$ cat src/rtl/memory_bus_master.sv
// memory_bus_master: single-word RD/WR/ACK memory-bus initiator (IDLE -> ACCESS -> DONE).
// Define MEMORY_BUS_MASTER_TIMEOUT_EN to build the ACCESS timeout counter and the ERROR path.
module memory_bus_master #(
    parameter int DATAWIDTH_BUS  = 32,
    parameter int TIMEOUT_CYCLES = 16
) (
    input  logic                     MEMORY_BUS_MASTER_CLOCK_50,
    input  logic                     MEMORY_BUS_MASTER_RESET_InLow,
    input  logic                     MEMORY_BUS_MASTER_REQ_In,
    input  logic                     MEMORY_BUS_MASTER_WE_In,
    input  logic [DATAWIDTH_BUS-1:0] MEMORY_BUS_MASTER_ADDRESS_InBUS,
    input  logic [DATAWIDTH_BUS-1:0] MEMORY_BUS_MASTER_data_InBUS,
    output logic [DATAWIDTH_BUS-1:0] MEMORY_BUS_MASTER_data_OutBUS,
    output logic                     MEMORY_BUS_MASTER_BUSY_Out,
    output logic                     MEMORY_BUS_MASTER_DONE_Out,
    output logic                     MEMORY_BUS_MASTER_ERROR_Out,
    output logic                     MEMORY_BUS_MASTER_MEM_RD_Out,
    output logic                     MEMORY_BUS_MASTER_MEM_WR_Out,
    output logic [DATAWIDTH_BUS-1:0] MEMORY_BUS_MASTER_MEM_ADDRESS_OutBUS,
    output logic [DATAWIDTH_BUS-1:0] MEMORY_BUS_MASTER_MEM_data_OutBUS,
    input  logic [DATAWIDTH_BUS-1:0] MEMORY_BUS_MASTER_MEM_data_InBUS,
    input  logic                     MEMORY_BUS_MASTER_MEM_ACK_In
);

    if (TIMEOUT_CYCLES < 1 || TIMEOUT_CYCLES > 255) begin : g_bad_timeout
        $error("memory_bus_master: TIMEOUT_CYCLES must lie in 1..255");
    end

    typedef enum logic [1:0] {
        ST_IDLE   = 2'd0,
        ST_ACCESS = 2'd1,
        ST_DONE   = 2'd2
    } state_t;

    state_t                   state_q;
    logic                     we_q;
    logic [DATAWIDTH_BUS-1:0] addr_q;
    logic [DATAWIDTH_BUS-1:0] wdata_q;
    logic [DATAWIDTH_BUS-1:0] rdata_q;
`ifdef MEMORY_BUS_MASTER_TIMEOUT_EN
    logic                     err_q;
    logic [7:0]               tmo_cnt_q;
`endif

    // NOTE: sequential state uses non-blocking assignments only, so every register
    // samples pre-edge values regardless of statement order inside the block.
    always_ff @(posedge MEMORY_BUS_MASTER_CLOCK_50 or negedge MEMORY_BUS_MASTER_RESET_InLow) begin
        if (!MEMORY_BUS_MASTER_RESET_InLow) begin
            state_q   <= ST_IDLE;
            we_q      <= 1'b0;
            addr_q    <= '0;
            wdata_q   <= '0;
            rdata_q   <= '0;
`ifdef MEMORY_BUS_MASTER_TIMEOUT_EN
            err_q     <= 1'b0;
            tmo_cnt_q <= '0;
`endif
        end else begin
            case (state_q)
                ST_IDLE: begin
                    if (MEMORY_BUS_MASTER_REQ_In) begin
                        we_q      <= MEMORY_BUS_MASTER_WE_In;
                        addr_q    <= MEMORY_BUS_MASTER_ADDRESS_InBUS;
                        wdata_q   <= MEMORY_BUS_MASTER_data_InBUS;
`ifdef MEMORY_BUS_MASTER_TIMEOUT_EN
                        tmo_cnt_q <= '0;
`endif
                        state_q   <= ST_ACCESS;
                    end
                end
                ST_ACCESS: begin
                    // ACK is tested first so it wins over a timeout on the same edge.
                    if (MEMORY_BUS_MASTER_MEM_ACK_In) begin
                        if (!we_q) begin
                            rdata_q <= MEMORY_BUS_MASTER_MEM_data_InBUS;
                        end
                        state_q <= ST_DONE;
                    end
`ifdef MEMORY_BUS_MASTER_TIMEOUT_EN
                    else if (tmo_cnt_q == 8'(TIMEOUT_CYCLES - 1)) begin
                        err_q   <= 1'b1;
                        rdata_q <= '0;
                        state_q <= ST_DONE;
                    end else begin
                        tmo_cnt_q <= tmo_cnt_q + 8'd1;
                    end
`endif
                end
                ST_DONE: begin
`ifdef MEMORY_BUS_MASTER_TIMEOUT_EN
                    err_q   <= 1'b0;
`endif
                    state_q <= ST_IDLE;
                end
                default: state_q <= ST_IDLE;
            endcase
        end
    end

    // Strobes are decoded from registered state so reset removes them without a clock.
    assign MEMORY_BUS_MASTER_BUSY_Out           = (state_q != ST_IDLE);
    assign MEMORY_BUS_MASTER_DONE_Out           = (state_q == ST_DONE);
    assign MEMORY_BUS_MASTER_MEM_RD_Out         = (state_q == ST_ACCESS) && !we_q;
    assign MEMORY_BUS_MASTER_MEM_WR_Out         = (state_q == ST_ACCESS) &&  we_q;
    assign MEMORY_BUS_MASTER_MEM_ADDRESS_OutBUS = addr_q;
    assign MEMORY_BUS_MASTER_MEM_data_OutBUS    = wdata_q;
    assign MEMORY_BUS_MASTER_data_OutBUS        = rdata_q;
`ifdef MEMORY_BUS_MASTER_TIMEOUT_EN
    assign MEMORY_BUS_MASTER_ERROR_Out          = err_q;
`else
    assign MEMORY_BUS_MASTER_ERROR_Out          = 1'b0;
`endif

endmodule
$ cat config.mk
export PLATFORM = sky130hd
export DESIGN_NAME = memory_bus_master
export DESIGN_NICKNAME = d
export VERILOG_FILES = /design/src/rtl/memory_bus_master.sv
export SDC_FILE = /design/constraint.sdc
export NUM_CORES = 1
export LEC_CHECK = 0
export ABC_AREA = 1
export ABC_CLOCK_PERIOD_IN_PS = 2700
export BUFFER_PORTS_ARGS = -buffer_cell sky130_fd_sc_hd__buf_2
export CAP_MARGIN = 10
export CORE_MARGIN = 2
export CORE_UTILIZATION = 45
export DETAILED_ROUTE_END_ITERATION = 6
export GPL_TIMING_DRIVEN = 0
export PLACE_DENSITY = 0.82
export SLEW_MARGIN = 20
export SYNTH_ARGS = -nofsm -noshare
export SYNTH_HDL_FRONTEND = slang
export SYNTH_SLANG_ARGS = --single-unit
$ cat constraint.sdc
create_clock -name MEMORY_BUS_MASTER_CLOCK_50 -period 2.7 [get_ports MEMORY_BUS_MASTER_CLOCK_50]
set_clock_uncertainty 0.2 [all_clocks]
set_input_delay 0.135 -clock MEMORY_BUS_MASTER_CLOCK_50 [delete_from_list [all_inputs] [get_ports MEMORY_BUS_MASTER_CLOCK_50]]
set_output_delay 0.135 -clock MEMORY_BUS_MASTER_CLOCK_50 [all_outputs]
set_load 0.05 [all_outputs]
# Word-level counts from Yosys, hierarchy flattened
# Index checks and enable logic that the tools add are counted.
dict set report word_totals {
  regBits 99
  in_bits 101
  out_inout_bits 101
  elab_cells 21
}
dict set report op_classes {
  n_eq_ne 4
  n_mux 3
  bitwise_logic 1
  n_reduce_logical 8
}
# operator count
set op_table {}
lappend op_table {{2-to-1 mux 2 bit} 2}
lappend op_table {{!= test 2 bit (second input constant)} 2}
lappend op_table {{case mux 2 bit (2 select lines)} 1}
lappend op_table {{AND reduction 2 bit} 2}
lappend op_table {{AND reduction 3 bit} 1}
lappend op_table {{equality test 2 x 1 -> 1 bit (second input constant)} 1}
lappend op_table {{equality test 2 bit (second input constant)} 1}
lappend op_table {{logical AND 1 bit} 2}
lappend op_table {{zero test 2 bit} 1}
lappend op_table {{nonzero test 2 bit} 1}
lappend op_table {{zero test 1 bit} 1}
lappend op_table {{NOT 1 bit} 1}

# Depth between registers and ports, before layout
# Gate-level depths: netlist of run 1.
dict set report depth {
  depth_word 3
  ltp_mapped 6
  depth_no_buf 5
}

# Worst setup path before layout of run 1
# OpenSTA, ideal clock, no wires.
dict set report synth_path {
  path_type {reg2out}
  from {reg state_q[1]}
  to {out MEMORY_BUS_MASTER_MEM_RD_Out}
  arrival_time_ns 1.293
  t_required_ns 2.365
  slack_ns 1.072
  stages_incl_launch_ff 4
  path_buffers 0
  cell_sequence {dfrtp_1 nor2_4 inv_1 nor2_1}
}
dict set report synth_between {
  elab_chain_cells 2
}
# element line
set synth_rtl {}
lappend synth_rtl {{start, declared} 35} ;# state_t state_q;
lappend synth_rtl {{start signal, assigned} 49} ;# state_q <= ST_IDLE;
lappend synth_rtl {{start signal, assigned} 68} ;# state_q <= ST_ACCESS;
lappend synth_rtl {{start signal, assigned} 77} ;# state_q <= ST_DONE;
lappend synth_rtl {{equality test 2 x 1 -> 1 bit} 103} ;# assign MEMORY_BUS_MASTER_MEM_RD_Out = (state_q == ST_ACCESS) && !we_q;
lappend synth_rtl {{logical AND 1 bit} 103}
lappend synth_rtl {{end, declared} 17} ;# output logic MEMORY_BUS_MASTER_MEM_RD_Out,
# Every way passes these cells.

# Worst setup path in the final report of run 1
dict set report layout_path {
  from {reg state_q[0]}
  to {out MEMORY_BUS_MASTER_BUSY_Out}
}
dict set report layout_between {
  elab_chain_cells 1
}
# element line
set layout_rtl {}
lappend layout_rtl {{nonzero test 2 bit} 101} ;# assign MEMORY_BUS_MASTER_BUSY_Out = (state_q != ST_IDLE);
lappend layout_rtl {{end, declared} 14} ;# output logic MEMORY_BUS_MASTER_BUSY_Out,
# Every way passes these cells.

==> out/qor.csv, run 1 <==
stage,metric,value,unit
floorplanning,boundaryPins,202,
clock_tree,numCtsBuffers,9,
sta,layout_min_cycle_time,1860,ps
synthesis,synthCells,438,
synthesis,netlist_area,3970,sq um
min_path,holdCritStartpoint,MEMORY_BUS_MASTER_REQ_In,
routing,wl_per_cell,15.0,microns
sta,hold_viol,0,
run,max_cap_violations,0,
pwr,combPwrFrac,55.7,%
pwr,sequentialPowerShare,31.9,%
synthesis,synth_warnings,0,
sta,fmax,538,MHz
pwr,irDropWorstVdd,0.704,mV
critical_path,worst-path-buf-inv,3,
pwr,p_per_area,1230,nW/um^2
pwr,switchingPower,4.24,mW
placed_design,dp_hpwl,7910,microns
clock_tree,clock_path_buffers,2,
global_route,grt_usage,26.9,%
synthesis,synth-seq-cells,99,
synthesis,synth.avg_cell_area,9.07,sq um
layout,nFillCells,577,
critical_path,slowest_stage,dfrtp_1,
min_path,hold_class,input pin to flip-flop,
sta,post-route-period-util,68.9,%
sta,hold_ws,59.4,ps
critical_path,r2r_end,MEMORY_BUS_MASTER_MEM_data_OutBUS[7],
synthesis,syn_nets,539,
global_route,antenna_found_initial,0,
sta,finalSetupViolations,0,
clock_tree,clock_latency,350,ps
global_route,grt_max_degree,52,
global_route,grt_overflow,0,
clock_tree,ctsResizeCount,0,
clock_tree,clkSinkCount,99,
routing,via_per_inst,5.05,
pwr,internal-power,3.55,mW
critical_path,cp_max_fo,10,
min_path,hold_path_end,MEMORY_BUS_MASTER_MEM_ADDRESS_OutBUS[28],
routing,drcViolationCount,0,
synthesis,synth_area_leaders,"dfrtp_1, nand2_1, nand3_1",
critical_path,critPathLaunchType,flip-flop,
floorplanning,initial_utilization,46.0,%
floorplanning,core,8640,sq um
floorplanning,fp.dieW,98.0,microns
min_path,min_path_cells,5,
critical_path,path_common_cell,buf_2,
sta,slew_violations,0,
floorplanning,fp.dieH,98.0,microns
floorplanning,dieArea,9600,sq um
pwr,pwr-share-clk,12.4,%
critical_path,cp_cell_sequence,nor2_2 -> buf_2 -> inv_1 -> buf_2,
critical_path,worstPathRequired,2370,ps
critical_path,cp_top_family,buffers and inverters,
global_route,grt_pass1_wl,20900,microns
critical_path,worst_r2r_path_depth,5,
layout,syn2layout_area_growth,59.4,%
critical_path,worstSetupPathType,flip-flop to output port,
sta,rsz0062_at_grt,no,
clock_tree,cts.htree.levels,3,
synthesis,synth-compound-area-share,0.126,%
routing,firstDrtPassIters,5,
clock_tree,cts_tree,built,
critical_path,end_kind,output port,
synthesis,synthAdderAreaFrac,0,%
layout,final_nets,850,
sta,setup_tns,0,ps
global_route,grt_pass1_vias,4513,
critical_path,critical-path-max-stage-delay,420,ps
critical_path,reg2reg_setup_slack,1170,ps
critical_path,worstPathArrival,1520,ps
layout,final_layout_size_suffix_gt1_share,33.2,%
outcome,status,"finished, final reports clean",
layout,fin_util,73.3,%
synthesis,yosys.area.top_type,dfrtp_1,
pwr,finalPower,7.78,mW
routing,postRouteAntennaNets,0,
routing,drt-initial-drc-count,184,
placed_design,gp_congestion,0.816,
synthesis,synth_top_family_by_area,simple AND/OR/NAND/NOR gates,
floorplanning,num_rows,34,
routing,wl,12900,microns
pwr,p_sw_share,54.4,%
placed_design,numPortBuffers,200,
clock_tree,clk_pin_slew,100,ps
routing,via_count,4347,
synthesis,synthXorXnorAreaFrac,0,%
synthesis,synth_top_area_share,62.3,%
critical_path,r2r-start,state_q[0],
pwr,p_leak,3.60,nW
synthesis,muxShareOfSynthArea,0,%
clock_tree,clockRootBuffer,clkbuf_8,
clock_tree,post_cts_buffers,0,
synthesis,yosysUniqueCellTypes,15,
synthesis,synthSimpleGateAreaFrac,31.8,%
synthesis,seq_area_frac_synth,62.3,%
layout,n_antenna_cell,0,
[per-stage QoR]
step	cells	instance area [sq um]	setup WS, ps
global route	861	6330	726
detailed placement	747	5140	1200
global placement	746	5110	369
CTS	861	6330	830
finish	861	6330	840
floorplan	438	3970	1070
[kinds of logic after synthesis]
logic type | after synthesis
and+or+nand+nor | 300
DFF | 99
buffers and inverters | 37
AOI/OAI and AO/OA | 1
other | 1
[power groups by stage]
stage	Sequential [mW]	Combinational [mW]	Clock [mW]
2_1_floorplan	4.65	0.920	0
3_3_place_gp	2.44	4.11	0
3_5_place_dp	2.47	4.19	0
4_1_cts	2.46	4.29	0.986
5_1_grt	2.55	4.57	1.04
6_report	2.48	4.33	0.963
[state kept, by name, summed over array words and instances (netlist names)]
register                              count
MEMORY_BUS_MASTER_data_OutBUS            32
MEMORY_BUS_MASTER_MEM_data_OutBUS        32
state_q                                   2
we_q                                      1
MEMORY_BUS_MASTER_MEM_ADDRESS_OutBUS     32
[tightest hold or removal path, cell delays in order]
cell	delay [ps]
buf_2	100
nand2_2	60
buf_2	180
nand2_1	70
nand2_1	40
[placed cells by master, fill, tap and decap left out]
cell type,instances
bufinv_16,1
inv_1,5
buf_2,214
clkinv_2,1
dfrtp_1,99
conb_1,1
nor2_4,1
o21ai_0,1
dlygate4sd3_1,99
buf_4,10
nor2_2,2
inv_6,2
nand3_1,97
inv_2,1
buf_16,1
nand2_1,195
nor2_1,4
buf_6,5
clkbuf_8,10
clkinv_4,1
clkbuf_1,2
nand2_2,1
[worst max-delay path by stage]
stage	startpoint	endpoint	cells past startpoint
after floorplan	state_q[1]	MEMORY_BUS_MASTER_MEM_RD_Out	3
after global placement	MEMORY_BUS_MASTER_RESET_InLow	MEMORY_BUS_MASTER_MEM_data_OutBUS[4]	1
after detailed placement	state_q[0]	MEMORY_BUS_MASTER_MEM_data_OutBUS[13]	6
after CTS	state_q[0]	MEMORY_BUS_MASTER_BUSY_Out	4
after global routing	state_q[0]	MEMORY_BUS_MASTER_BUSY_Out	4
final	state_q[0]	MEMORY_BUS_MASTER_BUSY_Out	4
[metal layers]
metal / wire length (microns) / vias to the layer above / GRT usage [%]
li1: - / 2009 / -
met1: 5070 / 2027 / 30.7
met2: 6230 / 256 / 46.5
met3: 1080 / 55 / 7.87
met4: 496 / 0 / 12.6
met5: 0 / - / 0
[what timing repair did]
action                                 4_1_cts  5_1_grt
setup endpoints to repair                    0        0
endpoints found under the hold margin      198        0
hold buffers                                99        0
[synthesized netlist by cell type, drive strengths merged]
cell type,instances
o21ai,1
nor2,7
nand3,97
nand2,196
conb,1
buf,29
clkbuf,2
dfrtp,99
inv,6
[area by class of cell]
cell class	instances	area (sq um)	share of cell area, %
Timing Repair Buffer	300	2030	32.0
Clock inverter	5	61.3	0.968
Sequential cell	99	2480	39.1
Buffer	31	203	3.20
Inverter	6	22.5	0.356
Clock buffer	10	138	2.17
Multi-Input combinational cell	302	1270	20.1
Tap cell	108	135	2.13
No activity file was read; power rests on OpenSTA's default activity.
==> run 2: changes to the inputs <==
--- a/config.mk
+++ b/config.mk
@@ -6,14 +6,14 @@
 export NUM_CORES = 1
 export LEC_CHECK = 0
 export ABC_AREA = 1
-export ABC_CLOCK_PERIOD_IN_PS = 2700
+export ABC_CLOCK_PERIOD_IN_PS = 1600
 export BUFFER_PORTS_ARGS = -buffer_cell sky130_fd_sc_hd__buf_2
 export CAP_MARGIN = 10
 export CORE_MARGIN = 2
-export CORE_UTILIZATION = 45
+export CORE_UTILIZATION = 41
 export DETAILED_ROUTE_END_ITERATION = 6
 export GPL_TIMING_DRIVEN = 0
-export PLACE_DENSITY = 0.82
+export PLACE_DENSITY = 0.79
 export SLEW_MARGIN = 20
 export SYNTH_ARGS = -nofsm -noshare
 export SYNTH_HDL_FRONTEND = slang
==> constraint.sdc (replaced) <==
create_clock -name MEMORY_BUS_MASTER_CLOCK_50 -period 1.6 [get_ports MEMORY_BUS_MASTER_CLOCK_50]
set_clock_uncertainty 0.2 [all_clocks]
set_input_delay 0.08 -clock MEMORY_BUS_MASTER_CLOCK_50 [delete_from_list [all_inputs] [get_ports MEMORY_BUS_MASTER_CLOCK_50]]
set_output_delay 0.08 -clock MEMORY_BUS_MASTER_CLOCK_50 [all_outputs]
set_load 0.05 [all_outputs]
==> run 2 against run 1 <==
Net effect:
- non-clock buffer count grew 8
- register-to-register slack lost 1100 ps
- total power grew 70%
- combinational power grew 74%
- via count shrank 1.5%
- cell count grew 3.5%
- first-iteration DRC count grew 16%
- core utilization shrank 3.8 points
- clock-buffer cell count grew 2
- hold slack lost 32 ps
- sequential power grew 69%
- design area grew 2.4%
==> out/qor.csv, run 2 (same netlist as run 1, synthesis figures left out) <==
stage,metric,value,unit,change
outcome,status,"finished, final reports clean",,unchanged
sta,layout_setup_ws,58.4,ps,was 840 ps
layout,multi_input_area,1300,sq um,was 1270 sq um
clock_tree,clk_pin_slew,100,ps,about the same
layout,n_antenna_cell,0,,unchanged
floorplanning,boundaryPins,202,,unchanged
critical_path,cp_max_fo,3,,was 10
layout,nFillCells,647,,was 577
pwr,finalPower,13.3,mW,was 7.78 mW
global_route,grt_overflow,0,,unchanged
critical_path,end_kind,output port,,unchanged
pwr,pwr-share-clk,11.5,%,was 12.4%
placed_design,dp_hpwl,8130,microns,was 7910 microns
pwr,switchingPower,7.23,mW,was 4.24 mW
critical_path,worst_r2r_path_depth,7,,was 5
pwr,internal-power,6.03,mW,was 3.55 mW
global_route,grt_max_degree,51,,was 52
routing,postRouteAntennaNets,0,,unchanged
floorplanning,fp.dieH,102,microns,was 98.0 microns
routing,wl,13500,microns,was 12900 microns
floorplanning,core,9330,sq um,was 8640 sq um
placed_design,pre_cts_ws,48.5,ps,was 1200 ps
clock_tree,clockRootBuffer,clkbuf_8,,unchanged
sta,setup_tns,0,ps,unchanged
pwr,p_per_area,2040,nW/um^2,was 1230 nW/um^2
layout,fin_util,69.6,%,was 73.3%
sta,slew_violations,0,,unchanged
clock_tree,clock_latency,350,ps,about the same
placed_design,dp_cells,768,,was 747
floorplanning,initial_utilization,42.6,%,was 46.0%
layout,layout_commonest_cell,buf_2,,unchanged
sta,rsz0062_at_grt,yes,,was no
clock_tree,cts_tree,built,,unchanged
layout,regArea,2480,sq um,about the same
pwr,sequentialPowerShare,31.6,%,was 31.9%
sta,hold_ws,27.1,ps,was 59.4 ps
critical_path,critPathLaunchType,flip-flop,,unchanged
placed_design,place_area,5170,sq um,was 5140 sq um
pwr,p_leak,3.64,nW,was 3.60 nW
routing,wl_per_cell,15.1,microns,was 15.0 microns
routing,via_per_inst,4.81,,was 5.05
floorplanning,fp.dieW,102,microns,was 98.0 microns
placed_design,gp_congestion,0.810,,was 0.816
sta,layout_min_cycle_time,1540,ps,
clock_tree,numCtsBuffers,9,,unchanged
clock_tree,cts.htree.levels,3,,unchanged
sta,hold_viol,0,,unchanged
pwr,irDropWorstVdd,1.30,mV,was 0.704 mV
floorplanning,num_rows,35,,was 34
layout,final_layout_size_suffix_gt1_share,34.8,%,was 33.2%
routing,drt-initial-drc-count,213,,was 184
global_route,grt_usage,25.8,%,was 26.9%
sta,finalSetupViolations,0,,unchanged
layout,final_nets,858,,was 850
floorplanning,dieArea,10500,sq um,was 9600 sq um
routing,via_count,4282,,was 4347
routing,drcViolationCount,0,,unchanged
layout,stdcell_count,891,,was 861
clock_tree,clock_path_buffers,2,,unchanged
global_route,antenna_found_initial,0,,unchanged
min_path,hold_class,input pin to asynchronous set/reset pin,,was input pin to flip-flop
sta,fmax,649,MHz,
placed_design,numPortBuffers,200,,unchanged
pwr,p_sw_share,54.5,%,was 54.4%
global_route,grt_pass1_wl,21200,microns,was 20900 microns
run,max_cap_violations,0,,unchanged
critical_path,worstPathRequired,1320,ps,was 2370 ps
pwr,combPwrFrac,57.0,%,was 55.7%
clock_tree,clkSinkCount,99,,unchanged
layout,layout_common_cells,"buf_2, nand2_1, dlygate4sd3_1",,"was buf_2, nand2_1, dfrtp_1, dlygate4sd3_1, nand3_1"
layout,syn2layout_area_growth,63.3,%,was 59.4%
routing,firstDrtPassIters,5,,unchanged
layout,postLayoutCellArea,6490,sq um,was 6330 sq um
global_route,grt_pass1_vias,4406,,was 4513
critical_path,worstSetupPathType,flip-flop to output port,,unchanged
sta,post-route-period-util,96.3,%,
critical_path,worstPathArrival,1260,ps,was 1520 ps
==> run 2: power groups by stage <==
| stage | Combinational [mW] | Clock (mW) | Sequential [mW] |
|---|---|---|---|
| 2_1_floorplan | 1.55 | 0 | 7.85 |
| 3_3_place_gp | 6.96 | 0 | 4.13 |
| 3_5_place_dp | 7.07 | 0 | 4.17 |
| 4_1_cts | 7.37 | 1.58 | 4.14 |
| 5_1_grt | 8.02 | 1.69 | 4.30 |
| 6_report | 7.55 | 1.52 | 4.19 |
==> run 2: worst paths after layout <==
kind | from | to | slack (ps)
max | state_q[0] | MEMORY_BUS_MASTER_MEM_RD_Out | 60
min | MEMORY_BUS_MASTER_RESET_InLow | MEMORY_BUS_MASTER_data_OutBUS[7] | 30
max reg2reg | state_q[1] | MEMORY_BUS_MASTER_MEM_data_OutBUS[12] | 80
min reg2reg | MEMORY_BUS_MASTER_MEM_ADDRESS_OutBUS[4] | MEMORY_BUS_MASTER_MEM_ADDRESS_OutBUS[4] | 270
max in group asynchronous | MEMORY_BUS_MASTER_RESET_InLow | state_q[1] | 540
min in group MEMORY_BUS_MASTER_CLOCK_50 | MEMORY_BUS_MASTER_MEM_ACK_In | state_q[0] | 260
==> run 2: per-layer routing <==
metal / vias to the layer above / track usage, % / routed length [microns]
met2: 219 / 44.8 / 6780
met1: 2009 / 31.2 / 5370
met4: 0 / 9.44 / 273
met3: 28 / 6.16 / 1040
li1: 2026 / - / -
met5: - / 0 / 0
==> run 2: area by class of cell <==
class                      count  area share (%)
buffer                        31            3.41
clock inverter                 4           0.521
timing repair buffer         308            32.6
tap                          129            2.49
multi-input combinational    302            20.0
inverter                       6           0.347
clock buffer                  12            2.39
sequential                    99            38.2
==> run 2: critical path, stage by stage, from the launching register on <==
cell,delay (ps)
dfrtp_1,430
inv_2,60
nor2_4,90
inv_2,60
nor2_2,90
buf_6,170
==> run 2: timing repair <==
item,in CTS,in global routing
hold buffers,100,0
setup endpoints to repair,3,55
resized for setup,13,13
hold endpoints to repair,198,0
setup buffers,4,3
pin swaps,4,3
==> run 3: changes to the inputs <==
--- a/config.mk
+++ b/config.mk
@@ -6,14 +6,14 @@
 export NUM_CORES = 1
 export LEC_CHECK = 0
 export ABC_AREA = 1
-export ABC_CLOCK_PERIOD_IN_PS = 1600
+export ABC_CLOCK_PERIOD_IN_PS = 1820
 export BUFFER_PORTS_ARGS = -buffer_cell sky130_fd_sc_hd__buf_2
 export CAP_MARGIN = 10
 export CORE_MARGIN = 2
-export CORE_UTILIZATION = 41
+export CORE_UTILIZATION = 45
 export DETAILED_ROUTE_END_ITERATION = 6
 export GPL_TIMING_DRIVEN = 0
-export PLACE_DENSITY = 0.79
+export PLACE_DENSITY = 0.82
 export SLEW_MARGIN = 20
 export SYNTH_ARGS = -nofsm -noshare
 export SYNTH_HDL_FRONTEND = slang
==> constraint.sdc (replaced) <==
create_clock -name MEMORY_BUS_MASTER_CLOCK_50 -period 1.82 [get_ports MEMORY_BUS_MASTER_CLOCK_50]
set_clock_uncertainty 0.2 [all_clocks]
set_input_delay 0.091 -clock MEMORY_BUS_MASTER_CLOCK_50 [delete_from_list [all_inputs] [get_ports MEMORY_BUS_MASTER_CLOCK_50]]
set_output_delay 0.091 -clock MEMORY_BUS_MASTER_CLOCK_50 [all_outputs]
set_load 0.05 [all_outputs]
==> run 3 against run 2 <==
Net effect:
- first-iteration DRC count decreased by 8.9%
- register-to-register slack gained 250 ps
- design area shrank 2.2%
- combinational power shrank 15%
- sequential power fell by 12%
- hold slack worse by 16 ps
- highest routed layer unchanged
==> out/qor.csv, run 3 (same netlist as run 1, synthesis figures left out) <==
stage,metric,value,unit,change
layout,layout_commonest_cell,buf_2,,unchanged
clock_tree,clock_latency,350,ps,about the same
sta,finalSetupViolations,0,,unchanged
floorplanning,boundaryPins,202,,unchanged
layout,syn2layout_area_growth,59.7,%,was 63.3%
layout,n_antenna_cell,0,,unchanged
outcome,status,"finished, final reports clean",,unchanged
sta,hold_ws,10.6,ps,was 27.1 ps
layout,final_nets,850,,was 858
routing,drcViolationCount,0,,unchanged
clock_tree,clk_pin_slew,100,ps,about the same
placed_design,place_area,5140,sq um,was 5170 sq um
floorplanning,dieArea,9600,sq um,was 10500 sq um
min_path,hold_class,input pin to flip-flop,,was input pin to asynchronous set/reset pin
critical_path,worstPathArrival,1420,ps,was 1260 ps
floorplanning,num_rows,34,,was 35
clock_tree,cts.htree.levels,3,,unchanged
sta,layout_setup_ws,112,ps,was 58.4 ps
layout,final_layout_size_suffix_gt1_share,33.2,%,was 34.8%
clock_tree,post_cts_buffers,0,,was 4
clock_tree,numCtsBuffers,9,,unchanged
sta,layout_min_cycle_time,1710,ps,
clock_tree,clockRootBuffer,clkbuf_8,,unchanged
placed_design,gp_congestion,0.816,,was 0.810
sta,post-route-period-util,93.9,%,
routing,firstDrtPassIters,5,,unchanged
routing,via_per_inst,5.04,,was 4.81
clock_tree,cts_tree,built,,unchanged
routing,wl_per_cell,15.0,microns,was 15.1 microns
pwr,p_per_area,1820,nW/um^2,was 2040 nW/um^2
sta,slew_violations,0,,unchanged
clock_tree,clkSinkCount,99,,unchanged
critical_path,end_kind,output port,,unchanged
routing,wl,12900,microns,was 13500 microns
critical_path,worstSetupPathType,flip-flop to output port,,unchanged
placed_design,dp_hpwl,7910,microns,was 8130 microns
sta,fmax,585,MHz,
floorplanning,core,8640,sq um,was 9330 sq um
layout,layout_common_cells,"buf_2, nand2_1, dfrtp_1, dlygate4sd3_1, nand3_1",,"was buf_2, nand2_1, dlygate4sd3_1"
routing,postRouteAntennaNets,0,,unchanged
placed_design,numPortBuffers,200,,unchanged
placed_design,pre_cts_ws,323,ps,was 48.5 ps
floorplanning,fp.dieH,98.0,microns,was 102 microns
clock_tree,clock_path_buffers,2,,unchanged
global_route,grt_pass1_vias,4526,,was 4406
global_route,grt_max_degree,52,,was 51
global_route,antenna_found_initial,0,,unchanged
critical_path,worstPathRequired,1530,ps,was 1320 ps
global_route,grt_pass1_wl,21000,microns,was 21200 microns
global_route,grt_overflow,0,,unchanged
layout,postLayoutCellArea,6350,sq um,was 6490 sq um
layout,nFillCells,574,,was 647
pwr,p_leak,3.60,nW,was 3.64 nW
global_route,grt_usage,27.0,%,was 25.8%
floorplanning,fp.dieW,98.0,microns,was 102 microns
floorplanning,initial_utilization,46.0,%,was 42.6%
routing,drt-initial-drc-count,194,,was 213
pwr,irDropWorstVdd,1.05,mV,was 1.30 mV
sta,hold_viol,0,,unchanged
run,max_cap_violations,0,,unchanged
critical_path,critPathLaunchType,flip-flop,,unchanged
routing,via_count,4341,,was 4282
critical_path,cp_max_fo,10,,was 3
sta,rsz0062_at_grt,yes,,unchanged
==> run 3: where the power goes <==
group,internal [mW],switching (mW)
sequential,3.13,0.555
combinational,1.47,4.98
clock,0.677,0.760
==> run 3: worst max-delay path: stages, from the launching register on <==
cell	delay, ps
dfrtp_1	440
nor2_4	180
buf_4	190
inv_1	50
buf_2	200
==> run 3: metrics by stage <==
step	power [mW]	utilization, %	setup TNS [ps]	cells
5_1_grt	12.1	73.5	-21.8	861
3_5_place_dp	9.88	59.6	0	747
2_1_floorplan	8.27	-	0	438
4_1_cts	11.5	73.4	0	861
6_report	11.6	73.5	0	861
3_3_place_gp	9.72	59.2	-45650	746
==> run 3: per-layer routing <==
layer / GRT usage, % / share of wire [%]
met1: 30.8 / 39
met3: 7.87 / 8.5
met2: 46.7 / 48
met4: 12.6 / 3.8
met5: 0 / 0
==> run 3: layout make-up <==
class	instances	area, sq um	share of cell area [%]
well taps	108	135	2.13
clock inverters	5	61.3	0.966
repair buffers	300	2030	32.0
plain buffers	31	205	3.23
inverters	6	22.5	0.355
flip-flops and latches	99	2480	39.0
multi-input cells	302	1280	20.1
clock buffers	10	138	2.17
==> run 3: worst paths after layout <==
kind,start,to,slack [ps],depth (start not counted)
min in group asynchronous,MEMORY_BUS_MASTER_RESET_InLow,MEMORY_BUS_MASTER_data_OutBUS[8],50,2
worst min register to register,MEMORY_BUS_MASTER_MEM_data_OutBUS[29],MEMORY_BUS_MASTER_MEM_data_OutBUS[29],270,2
max in group asynchronous,MEMORY_BUS_MASTER_RESET_InLow,MEMORY_BUS_MASTER_MEM_data_OutBUS[6],780,3
worst min-delay path,MEMORY_BUS_MASTER_REQ_In,MEMORY_BUS_MASTER_MEM_ADDRESS_OutBUS[28],10,5
worst max-delay path,state_q[0],MEMORY_BUS_MASTER_BUSY_Out,110,4
worst max register to register,state_q[0],MEMORY_BUS_MASTER_MEM_data_OutBUS[7],330,5
==> run 3: repair_timing <==
item | CTS | global route
hold buffers | 99 | 0
endpoints found under the setup margin | 1 | 3
resized for setup | 1 | 5
hold endpoints to repair | 198 | 0
